$ cat src/rtl/dmem_arbiter.sv
// ---------------------------------------------------------------------------
// dmem_arbiter
//
// Purpose
//   Shares one single-port, byte-addressed, big-endian data memory between
//   two masters: m0 (CPU load/store stage) and m1 (DMA/debug loader).
//   It picks a winner, drives the memory strobes for exactly one cycle,
//   returns read data and pulses a one-cycle ack to the winner.
//
// Configuration
//   ALIGN_CHECK_EN (macro) : when defined, a granted request whose address is
//                            not word aligned or lies above MEM_SIZE-4 does
//                            not reach memory and is acked with err=1. When
//                            undefined, m0_err/m1_err are tied to 0 and every
//                            request is forwarded to memory.
//   MEM_SIZE               : data memory size in bytes (range check bound).
//   ROUND_ROBIN            : 1 = alternate on a tie, 0 = m0 always wins a tie.
//
// Ports
//   clk, reset              clock; synchronous active-high reset
//   mX_req/we/addr/wdata    master X request (held until mX_ack)
//   mX_rdata                master X read data, held between reads
//   mX_ack, mX_err          master X one-cycle completion / error pulses
//   mem_write, mem_read     memory strobes, high for the single ACCESS cycle
//   mem_address             latched request address
//   mem_write_data          latched request write data
//   mem_read_data           data returned by memory
//   busy                    1 while a transaction is in flight
//   grant_id                master owning the current/last transaction
//   dbg_state               FSM state (IDLE=0, ACCESS=1, RESP=2)
//
// Handshake
//   A master raises req with we/addr/wdata valid and holds them until it sees
//   ack. The fields are latched at grant, so they may change after grant
//   without effect. ack (and err) is high for exactly one cycle; rdata is
//   valid while ack is high and holds until the next read by that master.
// ---------------------------------------------------------------------------
module dmem_arbiter #(
    parameter int MEM_SIZE    = 1024,
    parameter bit ROUND_ROBIN = 1'b1
) (
    input  logic        clk,
    input  logic        reset,
    input  logic        m0_req,
    input  logic        m0_we,
    input  logic [31:0] m0_addr,
    input  logic [31:0] m0_wdata,
    output logic [31:0] m0_rdata,
    output logic        m0_ack,
    output logic        m0_err,
    input  logic        m1_req,
    input  logic        m1_we,
    input  logic [31:0] m1_addr,
    input  logic [31:0] m1_wdata,
    output logic [31:0] m1_rdata,
    output logic        m1_ack,
    output logic        m1_err,
    output logic        mem_write,
    output logic        mem_read,
    output logic [31:0] mem_address,
    output logic [31:0] mem_write_data,
    input  logic [31:0] mem_read_data,
    output logic        busy,
    output logic        grant_id,
    output logic [1:0]  dbg_state
);

    typedef enum logic [1:0] {
        IDLE   = 2'd0,
        ACCESS = 2'd1,
        RESP   = 2'd2
    } state_t;

    state_t      state;
    logic        last_grant;
    logic        cur_we;
    logic        cur_bad;

    logic        winner;
    logic        any_req;
    logic        sel_we;
    logic [31:0] sel_addr;
    logic [31:0] sel_wdata;
    logic        sel_bad;

    assign dbg_state = state;

    // Winner selection for the IDLE cycle. On a tie the round-robin build
    // favours whoever did not win last; reset leaves last_grant=1 so m0 takes
    // the first tie.
    always_comb begin
        any_req = m0_req | m1_req;
        winner  = 1'b0;
        if (m0_req && m1_req) begin
            winner = ROUND_ROBIN ? ~last_grant : 1'b0;
        end else if (m1_req) begin
            winner = 1'b1;
        end
        sel_we    = winner ? m1_we    : m0_we;
        sel_addr  = winner ? m1_addr  : m0_addr;
        sel_wdata = winner ? m1_wdata : m0_wdata;
`ifdef ALIGN_CHECK_EN
        sel_bad = (sel_addr[1:0] != 2'b00) || (sel_addr > 32'(MEM_SIZE - 4));
`else
        sel_bad = 1'b0;
`endif
    end

`ifndef ALIGN_CHECK_EN
    assign m0_err = 1'b0;
    assign m1_err = 1'b0;
`endif

    always_ff @(posedge clk) begin
        if (reset) begin
            state          <= IDLE;
            last_grant     <= 1'b1;
            cur_we         <= 1'b0;
            cur_bad        <= 1'b0;
            grant_id       <= 1'b0;
            busy           <= 1'b0;
            mem_write      <= 1'b0;
            mem_read       <= 1'b0;
            mem_address    <= 32'd0;
            mem_write_data <= 32'd0;
            m0_rdata       <= 32'd0;
            m1_rdata       <= 32'd0;
            m0_ack         <= 1'b0;
            m1_ack         <= 1'b0;
`ifdef ALIGN_CHECK_EN
            m0_err         <= 1'b0;
            m1_err         <= 1'b0;
`endif
        end else begin
            m0_ack <= 1'b0;
            m1_ack <= 1'b0;
`ifdef ALIGN_CHECK_EN
            m0_err <= 1'b0;
            m1_err <= 1'b0;
`endif
            case (state)
                IDLE: begin
                    if (any_req) begin
                        grant_id       <= winner;
                        cur_we         <= sel_we;
                        cur_bad        <= sel_bad;
                        mem_address    <= sel_addr;
                        mem_write_data <= sel_wdata;
                        // Strobes are registered here so they are high for
                        // exactly the ACCESS cycle; a bad request never
                        // touches memory.
                        mem_write      <= sel_we & ~sel_bad;
                        mem_read       <= ~sel_we & ~sel_bad;
                        busy           <= 1'b1;
                        state          <= ACCESS;
                    end
                end
                ACCESS: begin
                    // Dropping mem_read here guarantees a fresh rising edge
                    // for every read.
                    mem_write <= 1'b0;
                    mem_read  <= 1'b0;
                    state     <= RESP;
                end
                RESP: begin
                    if (!cur_we && !cur_bad) begin
                        if (grant_id) begin
                            m1_rdata <= mem_read_data;
                        end else begin
                            m0_rdata <= mem_read_data;
                        end
                    end
                    if (grant_id) begin
                        m1_ack <= 1'b1;
`ifdef ALIGN_CHECK_EN
                        m1_err <= cur_bad;
`endif
                    end else begin
                        m0_ack <= 1'b1;
`ifdef ALIGN_CHECK_EN
                        m0_err <= cur_bad;
`endif
                    end
                    last_grant <= grant_id;
                    busy       <= 1'b0;
                    state      <= IDLE;
                end
                default: begin
                    mem_write <= 1'b0;
                    mem_read  <= 1'b0;
                    busy      <= 1'b0;
                    state     <= IDLE;
                end
            endcase
        end
    end

endmodule

$ cat config.mk
export PLATFORM = sky130hd
export DESIGN_NAME = dmem_arbiter
export DESIGN_NICKNAME = d
export VERILOG_FILES = /design/src/rtl/dmem_arbiter.sv
export SDC_FILE = /design/constraint.sdc
export NUM_CORES = 1
export LEC_CHECK = 0
export CAP_MARGIN = 20
export CELL_PAD_IN_SITES_DETAIL_PLACEMENT = 2
export CELL_PAD_IN_SITES_GLOBAL_PLACEMENT = 2
export CORE_MARGIN = 2
export CORE_UTILIZATION = 18
export CTS_CLUSTER_SIZE = 40
export DETAILED_ROUTE_END_ITERATION = 12
export GPL_TIMING_DRIVEN = 0
export PLACE_DENSITY = 0.78
export SYNTH_ARGS = -nofsm -noshare
export SYNTH_HDL_FRONTEND = slang
export SYNTH_SLANG_ARGS = --single-unit
$ cat constraint.sdc
create_clock -name clk -period 1.4 [get_ports clk]
set_input_delay 0.28 -clock clk [delete_from_list [all_inputs] [get_ports clk]]
set_output_delay 0.28 -clock clk [all_outputs]
set_load 0.01 [all_outputs]
== Word-level counts from Yosys, hierarchy flattened ==
Cells that the tools add are included.

* Eq/ne operators: 3
* Multiplexer cells: 15
* Bitwise operators: 6
* Reductions and logical operators: 9

{| class="wikitable"
|+ Operators by type and width
! operator !! number
|-
| $mux W32 || 2
|-
| $mux W1 || 8
|-
| $pmux W1 S2 || 3
|-
| $reduce_and A2 Y1 || 3
|-
| $reduce_and A3 Y1 || 2
|-
| $not A1 Y1 || 5
|-
| $pmux W2 S2 || 1
|-
| $eq A2 B1 Y1 const B || 1
|-
| $eq A2 B2 Y1 const B || 1
|-
| $logic_not A2 Y1 || 1
|-
| $mux W2 || 1
|-
| $ne A2 B2 Y1 const B || 1
|-
| $reduce_or A2 Y1 || 1
|-
| $logic_and A1 B1 Y1 || 1
|-
| $logic_not A1 Y1 || 1
|-
| $or A1 B1 Y1 || 1
|}

* Bits in registers: 138
* Bits of input ports: 166
* Output and inout port bits: 138
* Logic and storage cells: 46

== Depth between registers and ports, before layout ==
* Word-level depth: 6
* Depth in mapped cells: 6
* Gate-level depth less buffers: 3

== Least setup slack after synthesis ==
No wires, ideal clock.

* Path type: reg2reg
* From: reg state[1], in the netlist dbg_state[1]
* To: reg m0_rdata[10]
* Library setup time: 132 ps
* Arrival time: 1353 ps
* Required time: 1268 ps
* Setup slack: -85 ps
* Cell stages (with the launch flop): 7
* Path buffers: 3
* Period minus slack after synthesis: 1485 ps
* Path through: dfxtp_1 > buf_4 > or4b_1 > buf_2 > buf_6 > nand2_1 > a21oi_1

* Word-level cells in the longest chain between the ends: 2

{| class="wikitable"
|+ Ends and longest elaborated chain
! element !! RTL line !! source
|-
| start: declaration || 74 || <nowiki>state_t state;</nowiki>
|-
| start signal: assignment || 116 || <nowiki>state <= IDLE;</nowiki>
|-
| start signal: assignment || 155 || <nowiki>state <= ACCESS;</nowiki>
|-
| start signal: assignment || 163 || <nowiki>state <= RESP;</nowiki>
|-
| $eq A2 B2 Y1 || 141 || <nowiki>case (state)</nowiki>
|-
| $reduce_and A3 Y1 (no line) || - ||
|-
| end signal: assignment || 170 || <nowiki>m0_rdata <= mem_read_data;</nowiki>
|-
| end: declaration || 48 || <nowiki>output logic [31:0] m0_rdata,</nowiki>
|}

Every way passes these cells.
A chain may end at the register's enable or synchronous reset.

== Worst setup path in the final report ==
* From: reg state[1], in the netlist dbg_state[1]
* To: reg mem_address[22]

* Word-level cells in the longest chain between the ends: 2

{| class="wikitable"
|+ Ends and longest elaborated chain
! element !! RTL line !! source
|-
| $logic_not A2 Y1 || 141 ||
|-
| $reduce_and A2 Y1 (no line) || - ||
|-
| end signal: assignment || 147 || <nowiki>mem_address <= sel_addr;</nowiki>
|-
| end: declaration || 60 || <nowiki>output logic [31:0] mem_address,</nowiki>
|}

Every way passes these cells.

==> impl_summary.md <==
Synth
A synthesized cell averages 8.046 µm². The sequential fraction of the synthesis area is 49.62%. The number of library cell types mapped by synthesis is 30. The synthesized design spends more area on one cell type than any other, namely sky130_fd_sc_hd__dfxtp_1.

The fraction of synthesized cell area taken by the top area cell type is about 50%. The number of enable-type register cells in the synthesized netlist is 0. The register bit total from synthesis is 138. The count of warnings emitted by yosys is 0. The async set-or-reset flop fraction in the synthesized netlist is 0%. Yosys attributes the largest share of cell area to sky130_fd_sc_hd__dfxtp_1, sky130_fd_sc_hd__nand2_1, sky130_fd_sc_hd__a21oi_1.

For this run, the leading register cell type out of synthesis is sky130_fd_sc_hd__dfxtp_1. The area of the mapped netlist is roughly 0.0056 mm². In the synthesized netlist, the number of instances is 692.

Detailed routing
The wire length the detailed router placed on met1 is 12.36 mm. The vias after detailed routing is 6716. The post-detailed-route count of antenna-violating nets is 0. The iteration count of the initial detailed-routing pass is 5.

The highest routed metal layer is met5. The post-detailed-route wirelength per cell is between 20 and 25 µm. The number of DRC markers after the initial detailed-route iteration is 147.

Summed over all nets, wire length on met3 after detailed routing comes to 2.076 mm. The final layout contains routed wiring with a total length of 30.77 mm. Using the TritonRoute via totals, the vias-per-cell ratio works out to 4.569.

The final routed DRC violation total is 0. The routed design uses 15.81 mm of met2 wire.

Place
Summed over all nets, the half-perimeter wirelength after detailed placement is 20.63 mm. The congestion estimate from routability-driven global placement came to roughly 0.75. Prior to clock tree synthesis, the placed netlist has a worst setup slack of -0.8611 ns. The number of buffer cells added on primary ports is 300.

Critical path
The element type at the critical path start is a flop. The category of the critical setup timing path is reg -> reg. Of all nets on the critical path, the largest fanout is 8.

For the worst setup path, the data required time is 1.70 ns. The arrival time reported for the critical path endpoint is 1.88 ns. The worst setup path is captured at a flop.

Cells and area
Relative to the synthesized area, the layout overhead comes to 104.8%. The most common cell after layout, fill and taps aside is sky130_fd_sc_hd__nand2_1. For this run, the post-layout net count is 1225.

The ratio of cells with drive above 1 in the final layout is 28.36%. The fraction of the core area covered by cells at the end of the flow is 37.37%. In the layout the commonest cells are sky130_fd_sc_hd__nand2_1, sky130_fd_sc_hd__clkdlybuf4s50_1, sky130_fd_sc_hd__dfxtp_1, sky130_fd_sc_hd__dlygate4sd2_1, sky130_fd_sc_hd__a21oi_1.

Power and ir drop
The static power due to leakage is 4.629 nW. For this design the ratio of total power to cell area is between 1000 and 1500 mW/mm². The part of the power in the clock network is 40.7%. The internal power of the cells totals ~8.9 mW. The part of the total power dissipated in combinational logic is 24.0%. The switching power is 3.580 mW. The share of total power in sequential cells is 35.3%. The net switching fraction of the power is 28.77%.

Across the VDD grid, the largest voltage drop is 0.8152 mV. The design draws about 12 mW.

Floorplanning
The floorplan step set the die height to 179.9 µm. In this run the count of I/O pins placed on the die edge is 304. The overall die width is 179.9 µm. The number of placement rows is 64. The area of the core region is 0.03051 mm². The die covers 0.03236 mm².

The initial utilization of the core area, before any placement, comes to 18.25%.

Timing
The share of the clock period used by the worst path after layout is 112.4%. The maximum frequency from static timing analysis is between 600 and 700 MHz. At the pin with the least slew margin, the transition time is 0.8020 ns. The final number of max-transition violations is 0. The routed design could run at a clock period as short as 1.573 ns. Setup slack on the critical path of the routed design comes to -0.1735 ns.

Setup violations remaining at the end of the flow were counted as 69. Setup repair after global routing could not meet its margin everywhere. The worst clock skew is 0.01171 ns.

Adding up every negative setup slack in the final design gives -5.022 ns. Measured against its own limit, the worst slew margin works out to a little under half. The count of final hold-check violations was 0.

Across all hold checks on the routed design, the worst slack comes to 0.4070 ns.

CTS
CTS built an H-tree with a depth of 4. The CTS tree is done. At the later pin of the worst-skew pair, clock insertion delay measures 0.42 ns. For this design, the sink count on the clock tree is 138. No sink is reached through more buffers than the 2 on the longest clock path.

The clock root buffer is sky130_fd_sc_hd__clkbuf_16. The clock buffer count from CTS is 17. The clock transition at the registers of the reported paths is approximately 0.07 ns.

Run status
The checks that failed: negative setup slack. The run finished, with violations left.

Global routing
The number of antenna violations at the first check in global routing is 3. The global-route wire length before repair is 43.94 mm. The total overflow left after global routing is 0. Global routing used between 10% and 20% of the available tracks across all layers. The via count of the first global-routing pass is 7162. The pin count of the biggest net entering global routing is 17.

Min path
The path type of the worst min-delay path is in -> reg.

Run
The number of max-capacitance violations reported is 0.
-- kinds of logic after synthesis --
logic type,after synthesis,synth area share (%)
AND/OR/NAND/NOR,276,19.62
AO/OA/AOI/OAI,206,23.51
buffers and inverters,71,7.191
flip-flops,138,49.62
other,1,0.06735
-- synth_stat cells (2+ instances only) --
cell type and count:
sky130_fd_sc_hd__a311oi_1 65, sky130_fd_sc_hd__buf_6 9, sky130_fd_sc_hd__dfxtp_1 138, sky130_fd_sc_hd__o21bai_1 2
sky130_fd_sc_hd__a21oi_1 132, sky130_fd_sc_hd__nand2_1 262, sky130_fd_sc_hd__buf_2 26, sky130_fd_sc_hd__nor2_1 4
sky130_fd_sc_hd__clkbuf_1 25, sky130_fd_sc_hd__buf_4 9
-- power groups by stage --
stage	clock network, mW	registers [mW]	logic (mW)
global route	5.37	4.43	3.20
global placement	0	4.44	2.29
floorplan	0	4.55	0.799
detailed placement	0	4.45	2.32
finish	5.06	4.39	2.99
CTS	5.21	4.37	2.69
-- registers in the layout, summed over array words and instances, names as in the netlist --
register	count
busy	1
cur_we	1
dbg_state	2
grant_id	1
last_grant	1
m0_ack	1
m0_rdata	32
m1_ack	1
m1_rdata	32
mem_address	32
mem_read	1
mem_write	1
mem_write_data	32
-- final timing paths --
check               startpoint               to  slack, ns  cells after the start
setup / recovery  dbg_state[1]  mem_address[22]      -0.17                      7
hold / removal           reset           m0_ack       0.41                      4
setup reg to reg  dbg_state[1]  mem_address[22]      -0.17                      7
hold reg to reg    m1_rdata[4]      m1_rdata[4]       0.45                      2
-- routing by layer --
layer  track usage (%)  vias to the layer above
met5                 0                        -
met4             5.008                        2
met3             5.024                       29
met2             31.48                      237
met1             20.06                     3321
li1                  -                     3127
-- per-stage QoR --
stage / cells / instance area (µm²)
finish: 1470 / 11400
global route: 1469 / 11400
CTS: 1460 / 10670
detailed placement: 1389 / 9089
global placement: 1389 / 9089
floorplan: 693 / 5590
-- repair_timing --
| action | CTS | global route |
|---|---|---|
| endpoints found under the setup margin | 270 | 148 |
| pin swaps | 95 | 69 |
| cloned | 10 | 9 |
| hold buffers | 0 | 0 |
| gates resized for setup | 319 | 201 |
| setup buffers | 34 | 9 |
-- final cells by class --
cell class / count / area, µm²
Fill cell: 3297 / 19110
Timing Repair Buffer: 355 / 3684
Multi-Input combinational cell: 484 / 3107
Sequential cell: 138 / 2793
Buffer: 62 / 675.6
Tap cell: 396 / 495.5
Clock buffer: 19 / 442.9
Clock inverter: 13 / 191.4
Inverter: 1 / 8.758
Antenna cell: 2 / 5.005
-- critical path, stage by stage (launching register included) --
cell,delay (ns)
sky130_fd_sc_hd__dfxtp_4,0.35
sky130_fd_sc_hd__buf_6,0.11
sky130_fd_sc_hd__o21ba_4,0.27
sky130_fd_sc_hd__buf_12,0.14
sky130_fd_sc_hd__buf_12,0.11
sky130_fd_sc_hd__buf_8,0.11
sky130_fd_sc_hd__a21oi_2,0.07
sky130_fd_sc_hd__a311oi_2,0.29
(Power assumes the default switching activity.)
